==> src/rtl/nt_pkg.sv <==
// Shared nucleotide definitions: 3-bit code type, code values, ASCII
// characters and the complement helper. Used by both the ASCII-to-nt
// encoder and the nt-to-ASCII stream decoder.
package nt_pkg;

  typedef logic [2:0] nt_t;

  localparam nt_t NT_N   = 3'd0;
  localparam nt_t NT_A   = 3'd1;
  localparam nt_t NT_C   = 3'd2;
  localparam nt_t NT_G   = 3'd3;
  localparam nt_t NT_T   = 3'd4;
  localparam nt_t NT_GAP = 3'd5;

  localparam logic [7:0] ASCII_A_UC = 8'h41;
  localparam logic [7:0] ASCII_C_UC = 8'h43;
  localparam logic [7:0] ASCII_G_UC = 8'h47;
  localparam logic [7:0] ASCII_T_UC = 8'h54;
  localparam logic [7:0] ASCII_N_UC = 8'h4E;
  localparam logic [7:0] ASCII_A_LC = 8'h61;
  localparam logic [7:0] ASCII_C_LC = 8'h63;
  localparam logic [7:0] ASCII_G_LC = 8'h67;
  localparam logic [7:0] ASCII_T_LC = 8'h74;
  localparam logic [7:0] ASCII_N_LC = 8'h6E;
  localparam logic [7:0] ASCII_GAP  = 8'h2D;
  localparam logic [7:0] ASCII_NUL  = 8'h00;

  // Decoder control state: no held word / held word being serialised.
  typedef enum logic {
    ST_IDLE = 1'b0,
    ST_EMIT = 1'b1
  } stream_state_e;

  // Watson-Crick complement; N, gap and the unused codes map to themselves.
  function automatic nt_t nt_complement(input nt_t code);
    nt_t res;
    case (code)
      NT_A:    res = NT_T;
      NT_T:    res = NT_A;
      NT_C:    res = NT_G;
      NT_G:    res = NT_C;
      default: res = code;
    endcase
    return res;
  endfunction

endpackage

==> src/rtl/nt2ascii_char.sv <==
// Combinational translation of one nucleotide code to its ASCII character,
// with optional complement and lowercase selection.
module nt2ascii_char
  import nt_pkg::*;
(
  input  nt_t        nt,
  input  logic       complement,
  input  logic       lowercase,
  output logic [7:0] ascii
);

  nt_t code_s;

  // Apply the optional complement, then map the code to a character.
  always_comb begin
    code_s = nt;
    if (complement) begin
      code_s = nt_complement(nt);
    end else begin
      code_s = nt;
    end
    case (code_s)
      NT_A:    ascii = lowercase ? ASCII_A_LC : ASCII_A_UC;
      NT_C:    ascii = lowercase ? ASCII_C_LC : ASCII_C_UC;
      NT_G:    ascii = lowercase ? ASCII_G_LC : ASCII_G_UC;
      NT_T:    ascii = lowercase ? ASCII_T_LC : ASCII_T_UC;
      NT_GAP:  ascii = ASCII_GAP;
      default: ascii = lowercase ? ASCII_N_LC : ASCII_N_UC;
    endcase
  end

endmodule

==> src/rtl/nt2ascii_stream.sv <==
// Streaming decoder: accepts words of packed 3-bit nucleotide codes and
// serialises them as one ASCII byte per cycle, optionally complemented
// and/or in reverse index order. A new word can be accepted in the same
// cycle as the final byte of the previous one, so throughput is sustained.
module nt2ascii_stream
  import nt_pkg::*;
#(
  parameter int NT_PER_WORD = 16,
  parameter bit LOWERCASE   = 1'b0,
  localparam int CW = $clog2(NT_PER_WORD + 1),
  localparam int IW = $clog2(NT_PER_WORD)
) (
  input  logic                     clk,
  input  logic                     rst,
  input  logic                     in_valid,
  output logic                     in_ready,
  input  logic [3*NT_PER_WORD-1:0] in_nt,
  input  logic [CW-1:0]            in_count,
  input  logic                     in_last,
  input  logic                     in_complement,
  input  logic                     in_reverse,
  output logic                     out_valid,
  input  logic                     out_ready,
  output logic [7:0]               out_ascii,
  output logic                     out_last,
  output logic                     err_count0
);

  stream_state_e state_r;
  stream_state_e state_next_s;

  nt_t           held_r [NT_PER_WORD];
  logic [CW-1:0] count_r;
  logic          last_r;
  logic          comp_r;
  logic          rev_r;
  logic [IW-1:0] idx_r;
  logic          err_r;

  logic [CW-1:0] count_clamp_s;
  logic [CW-1:0] count_m1_s;
  logic          count_nz_s;
  logic          final_s;
  logic          hs_s;
  logic          in_ready_s;
  logic          accept_s;
  nt_t           code_s;
  logic [7:0]    char_s;

  // Handshake qualifiers, count clamping and final-byte detection.
  always_comb begin
    if (in_count > CW'(NT_PER_WORD)) begin
      count_clamp_s = CW'(NT_PER_WORD);
    end else begin
      count_clamp_s = in_count;
    end
    count_nz_s = (in_count != {CW{1'b0}});
    count_m1_s = count_r - CW'(1);
    if (rev_r) begin
      final_s = (idx_r == {IW{1'b0}});
    end else begin
      final_s = (CW'(idx_r) == count_m1_s);
    end
    hs_s       = (state_r == ST_EMIT) && out_ready;
    in_ready_s = !rst && ((state_r == ST_IDLE) || (hs_s && final_s));
    accept_s   = in_valid && in_ready_s;
    code_s     = held_r[idx_r];
  end

  nt2ascii_char u_char (
    .nt         (code_s),
    .complement (comp_r),
    .lowercase  (LOWERCASE),
    .ascii      (char_s)
  );

  // State register.
  always_ff @(posedge clk) begin
    if (rst) begin
      state_r <= ST_IDLE;
    end else begin
      state_r <= state_next_s;
    end
  end

  // Next-state logic: enter or stay in EMIT whenever a non-empty word is taken.
  always_comb begin
    state_next_s = state_r;
    case (state_r)
      ST_IDLE: begin
        if (accept_s && count_nz_s) begin
          state_next_s = ST_EMIT;
        end else begin
          state_next_s = ST_IDLE;
        end
      end
      ST_EMIT: begin
        if (hs_s && final_s) begin
          if (accept_s && count_nz_s) begin
            state_next_s = ST_EMIT;
          end else begin
            state_next_s = ST_IDLE;
          end
        end else begin
          state_next_s = ST_EMIT;
        end
      end
      default: state_next_s = ST_IDLE;
    endcase
  end

  // Output decode from registered state; outputs hold while stalled.
  always_comb begin
    in_ready   = in_ready_s;
    err_count0 = err_r;
    if (state_r == ST_EMIT) begin
      out_valid = 1'b1;
      out_ascii = char_s;
      out_last  = last_r && final_s;
    end else begin
      out_valid = 1'b0;
      out_ascii = ASCII_NUL;
      out_last  = 1'b0;
    end
  end

  // Holding register, emission index and sticky empty-word flag.
  always_ff @(posedge clk) begin
    if (rst) begin
      for (int i = 0; i < NT_PER_WORD; i++) begin
        held_r[i] <= NT_N;
      end
      count_r <= {CW{1'b0}};
      last_r  <= 1'b0;
      comp_r  <= 1'b0;
      rev_r   <= 1'b0;
      idx_r   <= {IW{1'b0}};
      err_r   <= 1'b0;
    end else begin
      if (accept_s && count_nz_s) begin
        for (int i = 0; i < NT_PER_WORD; i++) begin
          held_r[i] <= in_nt[3*i +: 3];
        end
        count_r <= count_clamp_s;
        last_r  <= in_last;
        comp_r  <= in_complement;
        rev_r   <= in_reverse;
        if (in_reverse) begin
          idx_r <= IW'(count_clamp_s - CW'(1));
        end else begin
          idx_r <= {IW{1'b0}};
        end
      end else if (hs_s && !final_s) begin
        if (rev_r) begin
          idx_r <= idx_r - IW'(1);
        end else begin
          idx_r <= idx_r + IW'(1);
        end
      end else begin
        idx_r <= idx_r;
      end
      if (accept_s && !count_nz_s) begin
        err_r <= 1'b1;
      end else begin
        err_r <= err_r;
      end
    end
  end

endmodule
==> config.mk <==
export PLATFORM = sky130hd
export DESIGN_NAME = nt2ascii_stream
export DESIGN_NICKNAME = d
export VERILOG_FILES = /design/src/rtl/nt_pkg.sv /design/src/rtl/nt2ascii_char.sv /design/src/rtl/nt2ascii_stream.sv
export SDC_FILE = /design/constraint.sdc
export NUM_CORES = 1
export LEC_CHECK = 0
export ABC_AREA = 1
export CAP_MARGIN = 20
export CORE_MARGIN = 1.5
export CORE_UTILIZATION = 35
export CTS_BUF_LIST = sky130_fd_sc_hd__clkbuf_4
export DETAILED_ROUTE_END_ITERATION = 16
export PLACE_DENSITY = 0.71
export SETUP_SLACK_MARGIN = 0.2
export SKIP_CTS_REPAIR_TIMING = 1
export SLEW_MARGIN = 20
export SYNTH_ARGS = -nofsm -noshare
export SYNTH_HDL_FRONTEND = slang
export SYNTH_HIERARCHICAL = 1
export SYNTH_SLANG_ARGS = --single-unit
==> constraint.sdc <==
create_clock -name clk -period 3 [get_ports clk]
set_clock_uncertainty 0.2 [all_clocks]
set_input_delay 0.3 -clock clk [delete_from_list [all_inputs] [get_ports clk]]
set_output_delay 0.3 -clock clk [all_outputs]
set_load 0.05 [all_outputs]
==> impl_metrics.yaml, run 1 <==
status:
  status: "finished clean"
timing:
  rsz0062_at_grt: "true"
  setup_viol_count_final: 0
  min_period_ps: 2960
  hold_ws_ps: 257
  worst_slew_pin_slew_ps: 502
  slew_headroom: 0.665
  period_share: 0.986
  slew_viol_final: 0
  finalHoldViolCount: 0
  fmax_ghz: 0.338
cts:
  htreeDepth: 3
  cts_tree: "yes"
  clk_latency_ps: 420
  cts.sink_count: 66
  cts.clk_slew.worst_paths_ps: 120
  cts-root-buf: "clkbuf_4"
  clockBufferDepth: 2
  cts_buffers: 9
worst_setup_path:
  crit_fanout: 6
  crit_path_end_kind: "output port"
  r2r_slack_ps: 450
  critPathRequiredTime_ps: 2500
  path_class: "reg -> out"
  reg2reg_to: "held_r[3][2]"
  r2r_start: "count_r[0]"
  critPathArrivalTime_ps: 2460
  start_kind: "flop"
  r2r.worst_path.cells: 13
placed_design:
  placedCellCount: 628
  hpwl_um: 5770
  port_buffers: 70
  gp_congestion: 0.814
drt:
  vias: 3021
  routed_wl_um: 8450
  drcViolationCount: 0
  routedWlPerCell_um: 12.9
  via_per_inst: 4.60
  drt_iter0_drc: 133
  first_pass_iters: 4
  ant_nets: 0
logic_synthesis:
  netlist_top_cells_area: "edfxtp_1 (40%), inv_1 (11%), dfxtp_1 (10%), nor2_1 (7.0%), nand2_1 (5.8%)"
  ys_seq_elements: 66
  synth_top_area_frac: 0.404
  avgSynthCellArea_um2: 8.15
  ys_seq_area_frac: 0.505
  synth_fp_nets: 503
  yosysWarningCount: 6
  synth.largest_area_cell: "edfxtp_1"
  synthesis.area_um2: 3570
  synth.distinct_cells: 30
  synthCells: 438
cells_and_area:
  nets: 584
  layout-drive-gt1-share: 0.143
  area_delta_synth_final_pct: 35.8
  fill_cells: 954
  multiInputGateArea_um2: 1310
  stdcell_count: 657
  seq_area_um2: 1810
worst_hold_path:
  hold_start: "last_r"
  worst_hold_path_type: "reg -> reg"
  holdPathEnd: "last_r"
  min_path_cells: 2
die:
  num_io_pins: 72
  die_h_um: 104
  die_x_um: 104
  die_area_um2: 10800
  initial_core_util: 0.363
  core.rowCount: 36
  core_um2: 9820
pwr:
  p_leak_nw: 2.21
  powerDensity_nw_per_um2: 490
  peakVddDrop_v: 0.000208
grt:
  grt_max_degree: 53
  grt_overflow: 0
  grt_pass1_vias: 2803
  grt_use_total: 0.146
  grt_pass1_wl_um: 12600
  antenna_found_initial: 1
flow_run:
  drv_cap: 0
routing by layer:
metal  GRT usage  routed length (um)  up-vias
met4      0.0635                 130        0
met3      0.0320                 480       11
met5           0                   0        -
li1            -                   -     1542
met1       0.179                3740     1377
met2       0.245                4100       91
layout by cell type, fill, tap and decap left out, types with 3 or more instances in the layout:
cell type        Yosys  final
ha_1                 4      4
clkbuf_16            0      3
nor2_1              67     67
nand2_2              5     12
o211ai_1            12     12
o21ai_1              2      6
inv_2                5     12
xnor2_1              4      4
nand2_1             55     47
buf_6                2      4
buf_12               0     10
nand4_1              6      6
nor3_1               5      5
a21oi_1             22     22
dfxtp_1             18     16
inv_1              103     94
o22ai_1              3      3
clkbuf_4             0      9
nand3_1             17     17
o21ai_0             24     19
edfxtp_1            48     48
clkdlybuf4s50_1      0     61
buf_4                1      8
mux2i_1             12     11
cell usage after synthesis:
cell	instances
nor2_1	67
inv_2	5
nand2_2	5
o22ai_1	3
ha_1	4
buf_2	2
mux2i_1	12
o21ai_0	24
o21ai_1	2
o21bai_2	1
nor3_1	5
clkbuf_1	12
buf_6	2
nand3_1	17
buf_4	1
xnor2_1	4
a21oi_1	22
or2_1	1
dfxtp_1	18
edfxtp_1	48
buf_1	1
fa_1	1
nand4_1	6
nand4_4	1
conb_1	2
a21oi_2	1
and3_1	1
inv_1	103
nand2_1	55
o211ai_1	12
final cells by class:
type / count / share of cell area
Antenna cell: 1 / 0.000516
Clock buffer: 9 / 0.0139
Clock inverter: 6 / 0.0170
Inverter: 108 / 0.0849
Multi-Input combinational cell: 246 / 0.269
Sequential cell: 66 / 0.373
Tap cell: 133 / 0.0343
Timing Repair Buffer: 87 / 0.206
Timing Repair inverter: 1 / 0.00103
kinds of logic after synthesis:
| group | after synthesis | synth area share |
|---|---|---|
| and+or+nand+nor | 158 | 0.188 |
| buffers and inverters | 126 | 0.138 |
| DFF | 66 | 0.505 |
| AOI/OAI and AO/OA | 65 | 0.103 |
| muxes | 12 | 0.0337 |
| adders and majority gates | 5 | 0.0196 |
| xor gates and xnor gates | 4 | 0.00982 |
| other | 2 | 0.00210 |
how the worst max path moves through the flow:
stage,start,cells after the start,slack [ps],end
after floorplan,flop,13,240,out_ascii[4]
final,flop,13,40,out_ascii[4]
after CTS,count_r[0],10,-130,out_last
after global placement,count_r[0],10,410,out_last
after global routing,flop,13,-140,out_ascii[4]
after detailed placement,count_r[0],10,360,out_last
stage by stage:
step | setup TNS, ps | power [mW] | instance area (um^2) | setup slack [ps] | utilization
after floorplan | 0 | 1.44 | 3570 | 241 | -
after global placement | 0 | 1.64 | 4490 | 413 | 0.457
after detailed placement | 0 | 1.66 | 4490 | 356 | 0.457
after CTS | -210 | 2.29 | 4640 | -131 | 0.473
after global routing | -417 | 2.49 | 4850 | -141 | 0.494
final | 0 | 2.37 | 4850 | 41.9 | 0.494
flip-flops by register name, indices dropped and copies added, names as in the netlist, named ones only:
signal      count
idx_r           4
count_r         5
rev_r           1
err_count0      1
state_r         1
last_r          1
held_r         48
comp_r          1
worst max-delay path: stages, from the launching register on:
cell and delay [ps]:
dfxtp_4 460, buf_12 140, mux2i_1 190, o21ai_1 100, o211ai_1 220, nand2_2 150, inv_4 110, nand2_4 60
nand2_2 70, o21ai_2 60, nor3_1 180, nand2_1 90, inv_2 90, buf_12 130
power breakdown:
group / leakage, nW / switching (mW) / internal (mW)
Combinational: 1.47 / 0.337 / 0.290
Clock: 0.0832 / 0.320 / 0.330
Sequential: 0.655 / 0.0443 / 1.05
Total: 2.21 / 0.701 / 1.67
(Power assumes the default switching activity.)
==> run 2, diff against run 1 <==
--- a/config.mk
+++ b/config.mk
@@ -6,8 +6,8 @@
 export NUM_CORES = 1
 export LEC_CHECK = 0
 export ABC_AREA = 1
-export CAP_MARGIN = 20
-export CORE_MARGIN = 1.5
+export CAP_MARGIN = 0
+export CORE_MARGIN = 4
 export CORE_UTILIZATION = 35
 export CTS_BUF_LIST = sky130_fd_sc_hd__clkbuf_4
 export DETAILED_ROUTE_END_ITERATION = 16
==> run 2 against run 1 <==
Net effect:
- sequential share of layout area is 0.56 points higher
- power is 7.6% lower
- maximum frequency is 1.3% lower
- via count shrank 0.23%
==> impl_metrics.yaml, run 2 (synthesis gave the netlist of run 1 again) <==
worst_setup_path:
  start_kind: "flop"
  timing.critical_path.slowest_cell_delay_ps: 440
  critPathRequiredTime_ps: 2500
  critPathArrivalTime_ps: 2500
  r2r.worst_path.cells: 13
  path_class: "reg -> out"
  r2r_start: "count_r[0]"
  reg2reg_to: "held_r[8][0]"
  crit_fanout: 5
  worst_path_max_delay_cell: "dfxtp_4"
  crit_top_cell: "nand2_2"
  r2r_slack_ps: 550
  cp_num_buf_inv: 4
  crit_path_end_kind: "output port"
  crit_chain: "buf_12 > mux2i_1 > o211ai_1 > nand3_1 > nand2_2 > inv_1 > nand2_1 > nand2_2 > nand2_2 > nor3_1 > nand2_1 > inv_2 > buf_12"
  path_delay_family: "simple AND/OR/NAND/NOR gates"
cells_and_area:
  stdcell_count: 654
  diodes: 0
  fin_util: 0.484
  nets: 581
  final_cell_mix: "inv_1 (95), nor2_1 (67), clkdlybuf4s50_1 (61), nand2_1 (49), edfxtp_1 (48)"
  largest_reg_flops: 48
  fill_cells: 940
  layout_commonest_cell: "inv_1"
  largest_register: "held_r"
  reg.largest.list: "held_r: 48 flops, count_r: 5 flops, idx_r: 4 flops"
  layout-drive-gt1-share: 0.138
  area_delta_synth_final_pct: 33.8
grt:
  grt_util_met3: 0.0355
  grtUsageMet2: 0.225
  grt_use_total: 0.134
  grt_busiest_layer: "met2"
  grt_overflow: 0
  grt_pass1_vias: 2823
  grt_pass1_wl_um: 12500
  antenna_found_initial: 0
  grtUsageMet1: 0.166
  grt_max_degree: 42
flow_run:
  drv_cap: 0
cts:
  cts_buffers: 9
  htreeDepth: 3
  cts-root-buf: "clkbuf_4"
  cts_tree: "yes"
  cts.clk_slew.worst_paths_ps: 100
  cts.sink_count: 66
  clk_latency_ps: 400
  clockBufferDepth: 2
die:
  die_h_um: 109
  initial_core_util: 0.362
  die_x_um: 109
  num_io_pins: 72
  core.rowCount: 36
  core_um2: 9860
  die_area_um2: 11900
timing:
  setup_ws_ps: 2.85
  setup_viol_count_final: 0
  fmax_ghz: 0.334
  worst_slew_pin_slew_ps: 501
  period_share: 0.999
  slew_headroom: 0.665
  rsz0062_at_grt: "true"
  slew_viol_final: 0
  min_period_ps: 3000
  finalHoldViolCount: 0
worst_hold_path:
  hold_start: "last_r"
  holdPathEnd: "last_r"
  worst_hold_path_type: "reg -> reg"
  min_path_cells: 2
drt:
  drcViolationCount: 0
  via_per_inst: 4.61
  first_pass_iters: 4
  vias: 3014
  routed_wl_um: 8430
  routedWlPerCell_um: 12.9
  drt_iter0_drc: 161
  ant_nets: 0
pwr:
  p_leak_nw: 2.16
  p_total_mw: 2.19
  powerDensity_nw_per_um2: 459
  peakVddDrop_v: 0.000200
placed_design:
  port_buffers: 70
  hpwl_um: 6050
  placedCellCount: 630
  gp_congestion: 0.928
  place_ws_ps: 212
status:
  status: "finished clean"
## run 2: area by class of cell
cell class / count / area (um^2) / share of cell area
sequential: 66 / 1810 / 0.379
tap: 133 / 166 / 0.0349
clock buffer: 10 / 75.1 / 0.0157
timing repair buffer: 84 / 948 / 0.199
timing repair inverter: 1 / 7.51 / 0.00157
multi-input combinational: 246 / 1320 / 0.277
inverter: 108 / 412 / 0.0862
clock inverter: 6 / 33.8 / 0.00708
## run 2: how the worst max path moves through the flow
stage | from | end | cells past startpoint
2_1_floorplan | flop | out_ascii[4] | 13
3_3_place_gp | flop | out_ascii[4] | 13
3_5_place_dp | flop | out_ascii[2] | 15
4_1_cts | flop | out_ascii[2] | 15
5_1_grt | flop | out_ascii[2] | 15
6_report | flop | out_ascii[4] | 13
## run 2: where the power goes
part	switching [mW]	internal [mW]
registers	0.0461	1.05
clock network	0.304	0.173
logic	0.337	0.281
## run 2: tightest hold or removal path: stages, from the launching register on
cell,delay (ps)
dfxtp_1,330
inv_1,50
a21oi_1,50
## run 2: stage by stage
stage / instance area (um^2) / setup TNS (ps) / hold WS, ps
final: 4770 / 0 / 258
after global routing: 4770 / -323 / 303
after CTS: 4600 / -600 / 261
after detailed placement: 4490 / 0 / 244
after global placement: 4490 / 0 / 230
after floorplan: 3570 / 0 / 220
## run 2: layer usage
metal | wire (um) | vias to the layer above | share of wire
met5 | 0 | - | 0
met4 | 144 | 0 | 0.017
met3 | 534 | 11 | 0.063
met2 | 4230 | 103 | 0.50
met1 | 3520 | 1370 | 0.42
li1 | - | 1530 | -
